## config.mk

```make
export PLATFORM = sky130hd
export DESIGN_NAME = counter_sequencer
export DESIGN_NICKNAME = d
export VERILOG_FILES = /design/src/rtl/counter_sequencer.sv
export SDC_FILE = /design/constraint.sdc
export NUM_CORES = 1
export LEC_CHECK = 0
export CAP_MARGIN = 5
export CORE_ASPECT_RATIO = 1.1
export CORE_UTILIZATION = 51
export DETAILED_ROUTE_END_ITERATION = 12
export PLACE_DENSITY = 0.78
export SYNTH_ARGS = -nofsm -noshare
export SYNTH_HDL_FRONTEND = slang
export SYNTH_SLANG_ARGS = --single-unit
```

## constraint.sdc

```tcl
create_clock -name CLK -period 2.16 [get_ports CLK]
set_input_delay 0.432 -clock CLK [delete_from_list [all_inputs] [get_ports CLK]]
set_output_delay 0.432 -clock CLK [all_outputs]
set_load 0.1 [all_outputs]
```

## src/rtl/counter_sequencer.sv

```systemverilog
// Run controller for the 8-bit counter: prescaled enable pulses, terminal-count/repeat sequencing.
// Optional feature: define COUNTER_SEQ_AUTORELOAD_EN to restart finite runs automatically after DONE.
module counter_sequencer #(
  parameter int WIDTH = 8,
  parameter int DIV_W = 8,
  parameter int REP_W = 4
) (
  input  logic             CLK,
  input  logic             RST,
  input  logic             START,
  input  logic             STOP,
  input  logic             PAUSE,
  input  logic [WIDTH-1:0] TERM,
  input  logic [DIV_W-1:0] DIV,
  input  logic [REP_W-1:0] REPEAT,
  output logic             CLK_EN,
  output logic             CNT_CLR,
  output logic [WIDTH-1:0] COUT,
  output logic             BUSY,
  output logic             WRAP,
  output logic             DONE
);

  typedef enum logic [1:0] {S_IDLE, S_RUN, S_PAUSED} state_e;

  state_e             state_q, state_d;
  logic [DIV_W-1:0]   presc_q, presc_d, div_l_q, div_l_d;
  logic [WIDTH-1:0]   cout_q, cout_d, term_l_q, term_l_d;
  logic [REP_W-1:0]   pass_q, pass_d, rep_l_q, rep_l_d, pass_inc;
  logic               clk_en_q, clk_en_d, cnt_clr_q, cnt_clr_d;
  logic               wrap_q, wrap_d, done_q, done_d, busy_q, busy_d;
  logic               start_ok, load, active, tick, wrap_hit, last_wrap;
`ifdef COUNTER_SEQ_AUTORELOAD_EN
  logic               reload_q, reload_d;
`endif

  // Shared run-step decode; a PAUSED cycle with PAUSE low steps exactly like RUN.
  always_comb begin
    start_ok  = (state_q == S_IDLE) && START && !STOP;
    active    = (state_q != S_IDLE) && !STOP && !PAUSE;
`ifdef COUNTER_SEQ_AUTORELOAD_EN
    active    = active && !reload_q;
    load      = start_ok || (reload_q && !STOP);
`else
    load      = start_ok;
`endif
    tick      = active && (presc_q == div_l_q);
    wrap_hit  = tick && (cout_q == term_l_q);
    pass_inc  = pass_q + REP_W'(1);
    last_wrap = wrap_hit && (rep_l_q != '0) && (pass_inc == rep_l_q);
  end

  always_ff @(posedge CLK) begin
    if (RST) state_q <= S_IDLE;
    else     state_q <= state_d;
  end

  always_comb begin
    state_d = state_q;
    case (state_q)
      S_IDLE: if (start_ok) state_d = S_RUN;
      S_RUN, S_PAUSED: begin
        if (STOP)           state_d = S_IDLE;
        else if (PAUSE)     state_d = S_PAUSED;
`ifdef COUNTER_SEQ_AUTORELOAD_EN
        else                state_d = S_RUN;
`else
        else if (last_wrap) state_d = S_IDLE;
        else                state_d = S_RUN;
`endif
      end
      default: state_d = S_IDLE;
    endcase
  end

  always_comb begin
    presc_d   = presc_q;
    pass_d    = pass_q;
    cout_d    = cout_q;
    term_l_d  = term_l_q;
    div_l_d   = div_l_q;
    rep_l_d   = rep_l_q;
    clk_en_d  = 1'b0;
    cnt_clr_d = 1'b0;
    wrap_d    = 1'b0;
    done_d    = 1'b0;
    busy_d    = (state_d != S_IDLE);
`ifdef COUNTER_SEQ_AUTORELOAD_EN
    reload_d  = last_wrap;
`endif
    if (load) begin
      term_l_d  = TERM;
      div_l_d   = DIV;
      rep_l_d   = REPEAT;
      presc_d   = '0;
      pass_d    = '0;
      cout_d    = '0;
      cnt_clr_d = 1'b1;
    end else if (active) begin
      if (!tick) begin
        presc_d = presc_q + DIV_W'(1);
      end else begin
        presc_d  = '0;
        clk_en_d = 1'b1;
        if (wrap_hit) begin
          cout_d = '0;
          wrap_d = 1'b1;
          done_d = last_wrap;
          if (pass_q != '1) pass_d = pass_inc;
        end else begin
          cout_d = cout_q + WIDTH'(1);
        end
      end
    end
  end

  always_ff @(posedge CLK) begin
    if (RST) begin
      presc_q   <= '0;
      pass_q    <= '0;
      cout_q    <= '0;
      term_l_q  <= '0;
      div_l_q   <= '0;
      rep_l_q   <= '0;
      clk_en_q  <= 1'b0;
      cnt_clr_q <= 1'b0;
      wrap_q    <= 1'b0;
      done_q    <= 1'b0;
      busy_q    <= 1'b0;
`ifdef COUNTER_SEQ_AUTORELOAD_EN
      reload_q  <= 1'b0;
`endif
    end else begin
      presc_q   <= presc_d;
      pass_q    <= pass_d;
      cout_q    <= cout_d;
      term_l_q  <= term_l_d;
      div_l_q   <= div_l_d;
      rep_l_q   <= rep_l_d;
      clk_en_q  <= clk_en_d;
      cnt_clr_q <= cnt_clr_d;
      wrap_q    <= wrap_d;
      done_q    <= done_d;
      busy_q    <= busy_d;
`ifdef COUNTER_SEQ_AUTORELOAD_EN
      reload_q  <= reload_d;
`endif
    end
  end

  assign CLK_EN  = clk_en_q;
  assign CNT_CLR = cnt_clr_q;
  assign COUT    = cout_q;
  assign BUSY    = busy_q;
  assign WRAP    = wrap_q;
  assign DONE    = done_q;

endmodule
```

# After elaboration in Yosys (flattened, before gate mapping)

Cells that the tools add are included.

Register bits after elaboration: 47
Input port bits: 25
Word-level logic and storage cells: 55

$add $sub $neg: 3
Equal/unequal tests: 6
Mux-type cells: 10
Bitwise operators: 3
Reduce and logical (&&, ||, !) cells: 21

Operators by type and width:

| cell                                                                  | number |
|---|---|
| 8-bit by 1-bit adder with 8-bit output, second input constant         | 2 |
| 8-bit equality test                                                   | 2 |
| 8-bit two-way mux                                                     | 2 |
| 1-bit logical AND                                                     | 8 |
| 2-bit two-way mux                                                     | 3 |
| 5-bit OR reduction                                                    | 1 |
| 4-bit by 1-bit adder with 4-bit output, second input constant         | 1 |
| 4-bit equality test                                                   | 1 |
| 1-bit two-way mux                                                     | 4 |
| 4-bit != test, second input constant                                  | 1 |
| 2-bit one-hot mux with 2 select lines                                 | 1 |
| 4-bit AND reduction                                                   | 1 |
| 2-bit nonzero test                                                    | 2 |
| 4-bit nonzero test                                                    | 1 |
| 2-bit OR reduction                                                    | 2 |
| 4-bit OR reduction                                                    | 1 |
| 1-bit NOT                                                             | 3 |
| 3-bit OR reduction                                                    | 1 |
| 2-bit by 1-bit equality test with 1-bit output, second input constant | 1 |
| 2-bit equality test, second input constant                            | 1 |
| 1-bit zero test                                                       | 2 |
| 2-bit zero test                                                       | 1 |
| 2-bit AND reduction                                                   | 1 |

# Depth between registers and ports, before layout

Depth after elaboration: 12
Mapped depth: 8
Gate-level depth less buffers: 7

# Worst setup path before layout

Ideal clock, no wire load.

Kind: flip-flop to flip-flop
Start: register cout_q[3], in the netlist COUT[3]
End: register pass_q[2]
Setup time: 0.133 ns
Arrival time: 2.153 ns
Data required time: 2.027 ns
Slack: -0.126 ns
Cell stages (with the launch flop): 7
Cell sequence: dfxtp_1 > xor2_1 > nor4_1 > nand2_1 > clkbuf_1 > nor4_1 > a211oi_1

Word-level cells in the longest chain between the ends: 3

RTL lines:

| what                          | line | RTL |
|---|---|---|
| from (decl)                   | 28   | `logic [WIDTH-1:0] cout_q, cout_d, term_l_q, term_l_d;` |
| from (signal assigned)        | 136  | `cout_q <= cout_d;` |
| 8-bit equality test           | 48   | `wrap_hit = tick && (cout_q == term_l_q);` |
| 1-bit logical AND             | 48   |  |
| 4-bit AND reduction (no line) | --   |  |
| to (signal assigned)          | 135  | `pass_q <= pass_d;` |
| to (decl)                     | 29   | `logic [REP_W-1:0] pass_q, pass_d, rep_l_q, rep_l_d, pass_inc;` |

No other way between the ends.
A chain may end at the register's enable or synchronous reset.

# Worst setup path in the final report

Start: register state_q[0]
End: register pass_q[0]

Word-level cells in the longest chain between the ends: 6
Elaborated cells between the ends (all ways): 10
Classes of those cells: 10 x reduce/logical

RTL lines:

| what                           | line | RTL |
|---|---|---|
| from (decl)                    | 26   | `state_e state_q, state_d;` |
| from (signal assigned)         | 55   | `else state_q <= state_d;` |
| 2-bit nonzero test             | 40   | `active = (state_q != S_IDLE) && !STOP && !PAUSE;` |
| 1-bit logical AND (2 in a row) | 40   |  |
| 1-bit logical AND              | 47   | `tick = active && (presc_q == div_l_q);` |
| 1-bit logical AND              | 48   |  |
| 4-bit AND reduction (no line)  | --   |  |

Several ways; a longest one is shown, not always the timed one.

==> flow_metrics.env <==
export IMPL_worstPathRequired_ns=2.40
export IMPL_clkSinkCount=47
export IMPL_netlist_top_cells_area="dfxtp_1 (45%), a22o_1 (8.4%), xor2_1 (8.4%)"
export IMPL_crit_reg2reg_launch="state_q[0]"
export IMPL_ys_types=36
export IMPL_cp_arrival_ns=2.12
export IMPL_hold_violations=0
export IMPL_synthArstFlopShare=0
export IMPL_yosysTopAreaCellShare=0.451
export IMPL_diodes=0
export IMPL_period_needed_ns=1.88
export IMPL_place_hpwl_mm=3.14
export IMPL_worstSetupEndpointType="flop"
export IMPL_synth_most_common_cell="dfxtp_1"
export IMPL_cts_tree="yes"
export IMPL_ios=38
export IMPL_clock_root_buffer="clkbuf_8"
export IMPL_synthCells=221
export IMPL_skew_ns=0.00408
export IMPL_p_total_uw=1850
export IMPL_r2r_cells=6
export IMPL_grt_antenna_before_repair=0
export IMPL_grt_first_pass_wirelength_mm=7.29
export IMPL_criticalPathCategory="reg2reg"
export IMPL_dp_cells=311
export IMPL_postCtsHoldBufs=0
export IMPL_drc=0
export IMPL_cp_start_kind="flop"
export IMPL_status="finished clean"
export IMPL_row_count=24
export IMPL_worst_pin_slew_ns=0.449
export IMPL_period_share=0.870
export IMPL_dieWidth_um=63.0
export IMPL_syn_nets=251
export IMPL_cts_buffer_depth=2
export IMPL_synthFlopType="dfxtp_1"
export IMPL_fmax_ghz=0.532
export IMPL_synth_top_area_cell="dfxtp_1"
export IMPL_drive_above_1_share=0.184
export IMPL_finalWeightedCongestion=0.812
export IMPL_routedWlPerCell_um=13.5
export IMPL_cellLeakagePower_uw=0.00111
export IMPL_maxCapViolCount=0
export IMPL_clk_pin_slew_ns=0.09
export IMPL_rr_endpoint="pass_q[0]"
export IMPL_port_buffers=37
export IMPL_core_um2=3930
export IMPL_yosys_top_cells_count="dfxtp_1 (47), nand2_1 (22), a22o_1 (20), xor2_1 (20), a21oi_1 (12)"
export IMPL_ir_worst_vdd_mv=0.468
export IMPL_grt_setup_unrepaired="no"
export IMPL_final_nets=296
export IMPL_yosys_warnings=0
export IMPL_min_from="pass_q[1]"
export IMPL_whs_path_depth=2
export IMPL_setup_viol=0
export IMPL_fin_setup_tns_ns=0
export IMPL_ys_ff_latch=47
export IMPL_firstDrtPassIters=4
export IMPL_overflow=0
export IMPL_yosysSeqAreaShare=0.451
export IMPL_die_y_um=69.1
export IMPL_grt_max_degree=17
export IMPL_fin_cells=319
export IMPL_syn_cell_area_um2=2090
export IMPL_cts_setup_buffers=0
export IMPL_htreeDepth=2
export IMPL_cts_buffers=5
export IMPL_clkLatencyLatePin_ns=0.30
export IMPL_hold_path_endpoint="pass_q[1]"
export IMPL_wl_mm=4.31
export IMPL_dr_total_vias=1748
export IMPL_ff2ff_setup_slack_ns=0.28
export IMPL_syn2layout_area_growth_pct=28.6
export IMPL_avgSynthCellArea_um2=9.44
export IMPL_critPathMaxFanout=7
export IMPL_drt_iter0_drc=95
export IMPL_hold_ws_ns=0.478
export IMPL_pwr_density_cell_nw_per_um2=690
export IMPL_viasPerCell=5.48
export IMPL_synth_edff_count=0
export IMPL_finalMaxSlewViolations=0
export IMPL_grt_pass1_vias=1645
export IMPL_initial_utilization=0.530
export IMPL_antenna_left=0
export IMPL_track_usage=0.207
export IMPL_min_path_type="reg2reg"
export IMPL_dieArea_um2=4350
export IMPL_max_slew_margin=0.698
kinds of logic after synthesis:
group | Yosys count | share of synthesized area
muxes | 2 | 0.00960
xor gates and xnor gates | 27 | 0.113
adders and majority gates | 5 | 0.0300
buffers and inverters | 14 | 0.0258
DFF | 47 | 0.451
and+or+nand+nor | 76 | 0.197
AOI/OAI and AO/OA | 50 | 0.173
cells in the final DEF, fill, tap and decap left out, types with 2 or more instances in the layout:
master,n
dfxtp_1,39
clkdlybuf4s50_1,24
buf_4,23
nand2_1,22
xor2_1,20
a22o_1,20
a21oi_1,11
nand3_1,9
nor2_1,9
dfxtp_2,8
xnor2_1,7
or3_1,7
and3_1,5
nor3_1,5
o22ai_1,5
ha_1,5
clkbuf_8,5
inv_1,4
o21ai_0,4
nand2b_1,3
nor4_2,3
nor4_1,3
nor3_2,2
mux2i_1,2
a211oi_1,2
a31oi_1,2
o31ai_1,2
state kept, by name, indices dropped and copies added (netlist names):
signal    flops
presc_q       8
div_l_q       8
rep_l_q       4
term_l_q      8
COUT          8
pass_q        4
CNT_CLR       1
WRAP          1
DONE          1
CLK_EN        1
BUSY          1
state_q       2
routing by layer:
metal	up-vias	global-route usage	wire, um
met5	-	0	0
met4	0	0.0801	60
met3	6	0.0563	162
met2	36	0.333	2100
met1	822	0.261	1990
li1	884	-	-
critical path: stages (launching register included):
cell	delay, ns
dfxtp_1	0.40
inv_1	0.06
ha_1	0.28
nor3_2	0.30
nand3_2	0.19
a311oi_2	0.38
mux2i_1	0.21
report_power, final:
| group | switching (uW) | leakage [uW] | internal, uW |
|---|---|---|---|
| clock network | 321 | 0.0000587 | 351 |
| registers | 21.3 | 0.000385 | 894 |
| logic | 142 | 0.000668 | 121 |
worst max path at each step:
stage               start         to  cells after the start
2_1_floorplan     COUT[3]  pass_q[2]                      6
3_3_place_gp         STOP    COUT[3]                      6
3_5_place_dp         STOP    COUT[7]                      6
4_1_cts           COUT[3]  pass_q[1]                      5
5_1_grt        state_q[0]    COUT[0]                      6
6_report       state_q[0]  pass_q[0]                      6
area by class of cell:
class / instances / area [um2]
clock buffer: 5 / 68.8
clock inverter: 3 / 47.5
fill: 319 / 1250
inverter: 4 / 15.0
multi-input combinational: 160 / 1100
sequential: 47 / 951
tap: 52 / 65.1
timing repair buffer: 48 / 433
what timing repair did:
item | CTS | global route
setup endpoints to repair | 0 | 2
resized for setup | 0 | 1
hold endpoints to repair | 0 | 0
metrics by stage:
step / util / area (um2) / setup WS [ns]
after floorplan: - / 2100 / 0.220
after CTS: 0.680 / 2680 / 0.200
after detailed placement: 0.650 / 2560 / 0.0974
final: 0.682 / 2680 / 0.280
after global placement: 0.650 / 2560 / 0.145
after global routing: 0.682 / 2680 / 0.0638
Note: power is estimated with default switching activity, not from simulation.
